## src/rtl/counter_pkg.sv

```systemverilog
// Shared types for the multi-mode game counter.
//   count_mode_e : 2-bit control codes selecting the step direction/size
//   game_state_e : game FSM states
//   WHO_*        : encodings driven on the 'who' output
package counter_pkg;

   typedef enum logic [1:0] {
      UP1 = 2'b00,   // +1
      UPN = 2'b01,   // +STEP_LARGE
      DN1 = 2'b10,   // -1
      DNN = 2'b11    // -STEP_LARGE
   } count_mode_e;

   typedef enum logic [1:0] {
      PLAY   = 2'd0,
      OVER_W = 2'd1,
      OVER_L = 2'd2
   } game_state_e;

   localparam logic [1:0] WHO_NONE   = 2'b00;
   localparam logic [1:0] WHO_LOSER  = 2'b01;
   localparam logic [1:0] WHO_WINNER = 2'b10;

endpackage

```

## src/rtl/step_alu.sv

```systemverilog
// Combinational next-count for the game counter.
//   count_in  : current count, always within [0, MAX_VALUE]
//   control   : count_mode_e code selecting +1, +STEP_LARGE, -1, -STEP_LARGE
//   count_out : stepped count, wrapped modulo MAX_VALUE+1 or clamped to
//               [0, MAX_VALUE] depending on SATURATE
module step_alu
   import counter_pkg::*;
#(
   parameter int WIDTH      = 4,
   parameter int MAX_VALUE  = 15,
   parameter int STEP_LARGE = 2,
   parameter int SATURATE   = 0
) (
   input  logic [WIDTH-1:0] count_in,
   input  logic [1:0]       control,
   output logic [WIDTH-1:0] count_out
);

   // Two guard bits: the sum spans [-MAX_VALUE, 2*MAX_VALUE], and 2*MAX_VALUE
   // does not fit a WIDTH+1 bit signed value when MAX_VALUE = 2**WIDTH-1.
   localparam int SW = WIDTH + 2;
   localparam logic signed [SW-1:0] ONE_S  = SW'(1);
   localparam logic signed [SW-1:0] STEP_S = SW'(STEP_LARGE);
   localparam logic signed [SW-1:0] MAX_S  = SW'(MAX_VALUE);
   localparam logic signed [SW-1:0] MOD_S  = SW'(MAX_VALUE + 1);

   logic signed [SW-1:0] delta;
   logic signed [SW-1:0] sum;
   logic signed [SW-1:0] res;

   always_comb begin
      delta = '0;
      case (count_mode_e'(control))
         UP1:     delta = ONE_S;
         UPN:     delta = STEP_S;
         DN1:     delta = -ONE_S;
         DNN:     delta = -STEP_S;
         default: delta = '0;
      endcase

      sum = signed'({2'b00, count_in}) + delta;
      res = sum;

      // One correction is enough: |delta| <= MAX_VALUE keeps the sum within
      // one modulus of the legal range.
      if (SATURATE != 0) begin
         if (sum < 0)          res = '0;
         else if (sum > MAX_S) res = MAX_S;
      end else begin
         if (sum < 0)          res = sum + MOD_S;
         else if (sum > MAX_S) res = sum - MOD_S;
      end
   end

   assign count_out = WIDTH'(res);

endmodule

```

## src/rtl/multi_mode_game_counter.sv

```systemverilog
// Multi-mode up/down game counter with sticky win/loss tallies.
//   clk, rst              : rising-edge clock, synchronous active-high reset
//   clear                 : zero count and tallies, back to PLAY
//   init, initial_value   : load min(initial_value, MAX_VALUE), zero tallies
//   control, enable       : step selection and count enable (PLAY only)
//   count                 : registered count
//   winner / loser        : count at MAX_VALUE / at 0
//   cnt_winner/cnt_loser  : number of arrivals at each limit
//   gameover, who         : game result once a tally reaches WIN_TARGET
//   state_dbg             : current game FSM state
module multi_mode_game_counter
   import counter_pkg::*;
#(
   parameter int WIDTH      = 4,
   parameter int MAX_VALUE  = 15,
   parameter int STEP_LARGE = 2,
   parameter int WIN_TARGET = 15,
   parameter int TALLY_W    = $clog2(WIN_TARGET + 1),
   parameter int SATURATE   = 0
) (
   input  logic               clk,
   input  logic               rst,
   input  logic               clear,
   input  logic               init,
   input  logic [WIDTH-1:0]   initial_value,
   input  logic [1:0]         control,
   input  logic               enable,
   output logic [WIDTH-1:0]   count,
   output logic               winner,
   output logic               loser,
   output logic [TALLY_W-1:0] cnt_winner,
   output logic [TALLY_W-1:0] cnt_loser,
   output logic               gameover,
   output logic [1:0]         who,
   output game_state_e        state_dbg
);

   localparam logic [WIDTH-1:0]   MAX_W   = WIDTH'(MAX_VALUE);
   localparam logic [TALLY_W-1:0] TARGET_T = TALLY_W'(WIN_TARGET);

   logic [WIDTH-1:0]   count_q, count_d;
   logic [TALLY_W-1:0] cnt_w_q, cnt_w_d;
   logic [TALLY_W-1:0] cnt_l_q, cnt_l_d;
   logic               win_q, win_d;
   logic               lose_q, lose_d;
   game_state_e        state_q, state_d;

   logic [WIDTH-1:0]   alu_count;
   logic [WIDTH-1:0]   init_val;
   logic [TALLY_W-1:0] cnt_w_inc;
   logic [TALLY_W-1:0] cnt_l_inc;
   logic               win_arrival;
   logic               lose_arrival;

   step_alu #(
      .WIDTH      (WIDTH),
      .MAX_VALUE  (MAX_VALUE),
      .STEP_LARGE (STEP_LARGE),
      .SATURATE   (SATURATE)
   ) u_step_alu (
      .count_in  (count_q),
      .control   (control),
      .count_out (alu_count)
   );

   assign winner       = (count_q == MAX_W);
   assign loser        = (count_q == '0);
   assign init_val     = (initial_value > MAX_W) ? MAX_W : initial_value;
   assign cnt_w_inc    = cnt_w_q + TALLY_W'(1);
   assign cnt_l_inc    = cnt_l_q + TALLY_W'(1);
   // An arrival is the first cycle spent at a limit; dwelling scores once.
   assign win_arrival  = winner && !win_q;
   assign lose_arrival = loser && !lose_q;

   always_comb begin
      count_d = count_q;
      cnt_w_d = cnt_w_q;
      cnt_l_d = cnt_l_q;
      state_d = state_q;
      win_d   = winner;
      lose_d  = loser;

      if (clear) begin
         count_d = '0;
         cnt_w_d = '0;
         cnt_l_d = '0;
         state_d = PLAY;
         win_d   = 1'b0;
         lose_d  = 1'b1;
      end else if (init) begin
         count_d = init_val;
         cnt_w_d = '0;
         cnt_l_d = '0;
         state_d = PLAY;
         // Edge detectors see the loaded value as already present.
         win_d   = (init_val == MAX_W);
         lose_d  = (init_val == '0);
      end else if (state_q == PLAY) begin
         if (enable) count_d = alu_count;
         // winner and loser are exclusive since MAX_VALUE >= 1.
         if (win_arrival) begin
            cnt_w_d = cnt_w_inc;
            if (cnt_w_inc == TARGET_T) state_d = OVER_W;
         end else if (lose_arrival) begin
            cnt_l_d = cnt_l_inc;
            if (cnt_l_inc == TARGET_T) state_d = OVER_L;
         end
      end
   end

   always_ff @(posedge clk) begin
      if (rst) begin
         count_q <= '0;
         cnt_w_q <= '0;
         cnt_l_q <= '0;
         state_q <= PLAY;
         win_q   <= 1'b0;
         lose_q  <= 1'b1;
      end else begin
         count_q <= count_d;
         cnt_w_q <= cnt_w_d;
         cnt_l_q <= cnt_l_d;
         state_q <= state_d;
         win_q   <= win_d;
         lose_q  <= lose_d;
      end
   end

   always_comb begin
      who = WHO_NONE;
      case (state_q)
         OVER_W:  who = WHO_WINNER;
         OVER_L:  who = WHO_LOSER;
         default: who = WHO_NONE;
      endcase
   end

   assign gameover   = (state_q != PLAY);
   assign count      = count_q;
   assign cnt_winner = cnt_w_q;
   assign cnt_loser  = cnt_l_q;
   assign state_dbg  = state_q;

endmodule

```

## config.mk

```make
export PLATFORM = sky130hd
export DESIGN_NAME = multi_mode_game_counter
export DESIGN_NICKNAME = d
export VERILOG_FILES = /design/src/rtl/counter_pkg.sv /design/src/rtl/step_alu.sv /design/src/rtl/multi_mode_game_counter.sv
export SDC_FILE = /design/constraint.sdc
export NUM_CORES = 1
export LEC_CHECK = 0
export ABC_AREA = 1
export CAP_MARGIN = 25
export CELL_PAD_IN_SITES_DETAIL_PLACEMENT = 1
export CELL_PAD_IN_SITES_GLOBAL_PLACEMENT = 2
export CORE_AREA = 2 2 58 74
export CTS_CLUSTER_DIAMETER = 30
export DETAILED_ROUTE_END_ITERATION = 10
export DIE_AREA = 0 0 60 76
export PLACE_DENSITY = 0.92
export SLEW_MARGIN = 20
export SYNTH_ARGS = -nofsm -noshare
export SYNTH_HDL_FRONTEND = slang
export SYNTH_SLANG_ARGS = --single-unit
```

## constraint.sdc

```tcl
create_clock -name clk -period 2.33 [get_ports clk]
set_input_delay 0.466 -clock clk [delete_from_list [all_inputs] [get_ports clk]]
set_output_delay 0.466 -clock clk [all_outputs]
set_load 0.03 [all_outputs]
```

==> impl_metrics.py <==
metrics = {
    "floorplan": {
        "die_x_um": 60,
        "pin_count": 30,
        "die_height_um": 76,
        "core_area_um2": 3940,
        "rows": 26,
        "dieArea_um2": 4560,
        "initial_utilization_pct": 24.8,
    },
    "synth": {
        "yosysUniqueCellTypes": 22,
        "synth_nets": 162,
        "ys_seq_area_share_pct": 32.8,
        "syn-cell-area_um2": 977,
        "synth_cells": 143,
        "ys_seq_elements": 16,
        "avgSynthCellArea_um2": 6.83,
        "yosysWarnings": 0,
    },
    "cts": {
        "clockBufferDepth": 2,
        "post_cts_buffers": 0,
        "clkLatencyLatePin_ns": 0.26,
        "cts.sinks": 16,
        "numCtsBuffers": 3,
        "cts_tree": "yes",
        "htreeDepth": 1,
        "root_buffer": "clkbuf_8",
        "clk_pin_slew_ns": 0.07,
    },
    "place": {
        "place_ws_ns": 0.327,
        "dp_cells": 227,
        "io_buffers": 29,
        "dpl.hpwl_mm": 2.02,
        "dpl-instance-area_um2": 1330,
        "gp_congestion": 0.732,
    },
    "route": {
        "num_vias": 1015,
        "postRouteAntennaNets": 0,
        "route.detailed.drc": 0,
        "viasPerCell": 4.39,
        "routedWlPerCell_um": 11.3,
        "drt_iter0_markers": 26,
        "drt-total-wl_mm": 2.61,
        "dr.pass1.iters": 3,
    },
    "global_routing": {
        "grt_max_degree": 10,
        "grt_first_pass_wirelength_mm": 4.58,
        "antenna_found_initial": 0,
        "grt_pass1_vias": 1006,
        "grt_usage_pct": 12.9,
        "grt-ovfl-total": 0,
    },
    "setup_path": {
        "timing.critical_path.buf_inv": 1,
        "path_cells": "nand2_1, nor2_4, clkdlybuf4s50_1",
        "crit_fanout": 7,
        "critPathSlowestCell": "clkdlybuf4s50_1",
        "cp.arrival_ns": 1.73,
        "cp.required_ns": 1.86,
        "start_kind": "register",
        "path_delay_family": "buffers and inverters",
        "crit_type": "register to output port",
        "cpPeakStageDelay_ns": 0.69,
        "endpoint_kind": "output port",
    },
    "timing": {
        "max_freq_ghz": 0.456,
        "tightest_slew_ns": 0.358,
        "skew_ns": 0.00663,
        "drv_slew": 0,
        "period_share_pct": 94.1,
        "relSlewSlack_pct": 75.9,
        "fin_setup_tns_ns": 0,
        "finalSetupViolCount": 0,
        "fin_crit_ns": 2.19,
        "hold_viol": 0,
        "rsz0062_at_grt": "false",
        "worst_slack_ns": 0.138,
    },
    "power_and_ir_drop": {
        "power.density_nw_per_um2": 465,
        "leakage_nw": 0.575,
        "vdd_drop_max_mv": 0.187,
        "power_w": 0.000647,
    },
    "layout": {
        "synthToLayoutAreaGrowth_pct": 42.4,
        "n_antenna_cell": 0,
        "drive_gt1_share_pct": 5.14,
        "finalNetCount": 195,
        "fin_area_um2": 1390,
        "final_cells": 231,
        "fill_cells": 490,
    },
    "hold_path": {
        "hold_class": "register to register",
    },
    "job": {
        "cap_viol_max_count": 0,
    },
    "outcome": {
        "outcome": "finished clean",
    },
}
sequential cells by signal, indices dropped and copies added (netlist names):
signal / cells
count: 4
cnt_loser: 4
lose_q: 1
win_q: 1
cnt_winner: 4
state_dbg: 2
per-layer routing:
layer	global-route usage (%)	part of all wire (%)	up-vias
li1	-	-	525
met1	15.3	45	463
met2	21.7	49	22
met3	2.04	3.2	5
met4	6.00	2.4	0
met5	0	0	-
synthesized netlist by cell type:
cell type | instances | area [µm²]
nand2_1 | 32 | 120
inv_1 | 25 | 93.8
dfxtp_1 | 16 | 320
nor2_1 | 15 | 56.3
nand3_1 | 12 | 60.1
a21oi_1 | 10 | 50.1
ha_1 | 7 | 87.6
o21ai_0 | 7 | 35.0
nand4_1 | 3 | 18.8
nor2_4 | 2 | 22.5
nor3_1 | 2 | 10.0
nor4_1 | 2 | 12.5
a211oi_1 | 1 | 7.51
a31oi_1 | 1 | 6.26
clkbuf_1 | 1 | 3.75
fa_1 | 1 | 20.0
nand2_2 | 1 | 6.26
nand3_4 | 1 | 17.5
nor2_2 | 1 | 6.26
o31ai_1 | 1 | 7.51
or2_0 | 1 | 6.26
xnor2_1 | 1 | 8.76
timing repair:
item,4_1_cts,5_1_grt
resized for setup,0,1
setup endpoints to repair,0,1
hold buffers,0,0
metrics by stage:
step	util, %	hold WS (ns)
final	35.3	0.512
after floorplan	-	0.539
after detailed placement	33.9	0.506
after global placement	33.9	0.488
after global routing	35.3	0.543
after CTS	35.3	0.517
final timing paths:
check                 from       endpoint  slack, ns  depth (start not counted)
max reg2reg       count[0]       count[1]       0.86                          4
max               count[1]         winner       0.14                          3
min          cnt_winner[3]  cnt_winner[3]       0.51                          2
min reg2reg  cnt_winner[3]  cnt_winner[3]       0.51                          2
layout by cell type (no fill, tap or decap), types with 3 or more instances in the layout:
| master | n |
|---|---|
| a21oi_1 | 10 |
| clkdlybuf4s50_1 | 28 |
| ha_1 | 7 |
| nand4_1 | 3 |
| nand3_1 | 12 |
| clkbuf_8 | 4 |
| dfxtp_1 | 16 |
| o21ai_0 | 7 |
| nand2_1 | 32 |
| nor2_1 | 15 |
| inv_1 | 25 |
power breakdown:
group / leakage, nW / internal, W / switching, W / total [W]
logic: 0.416 / 0.0000440 / 0.0000548 / 0.0000988
clock network: 0.0288 / 0.000151 / 0.000110 / 0.000261
registers: 0.130 / 0.000279 / 0.00000877 / 0.000288
total: 0.575 / 0.000473 / 0.000174 / 0.000647
cell type report:
| cell class | instances | area, µm² | area share, % |
|---|---|---|---|
| Clock buffer | 4 | 55.1 | 3.96 |
| Sequential cell | 16 | 320 | 23.0 |
| Multi-Input combinational cell | 101 | 559 | 40.2 |
| Inverter | 25 | 93.8 | 6.74 |
| Tap cell | 56 | 70.1 | 5.04 |
| Timing Repair Buffer | 29 | 293 | 21.0 |
worst reg2reg max path: cells and delay by family (launching register included):
family | cells | cell delay, ns
fa+ha+maj | 2 | 0.65
flops | 1 | 0.47
simple gates | 2 | 0.24
cell families (layout without fill, tap and decap cells):
kind of cell,count (synthesis),after routing,synth area share (%)
compound gates,20,20,10.9
xor+xnor,1,1,0.896
fa+ha+maj,8,8,11.0
buf+inv,26,58,9.99
flops,16,16,32.8
simple gates,72,72,34.4
No activity file was read; power rests on OpenSTA's default activity.
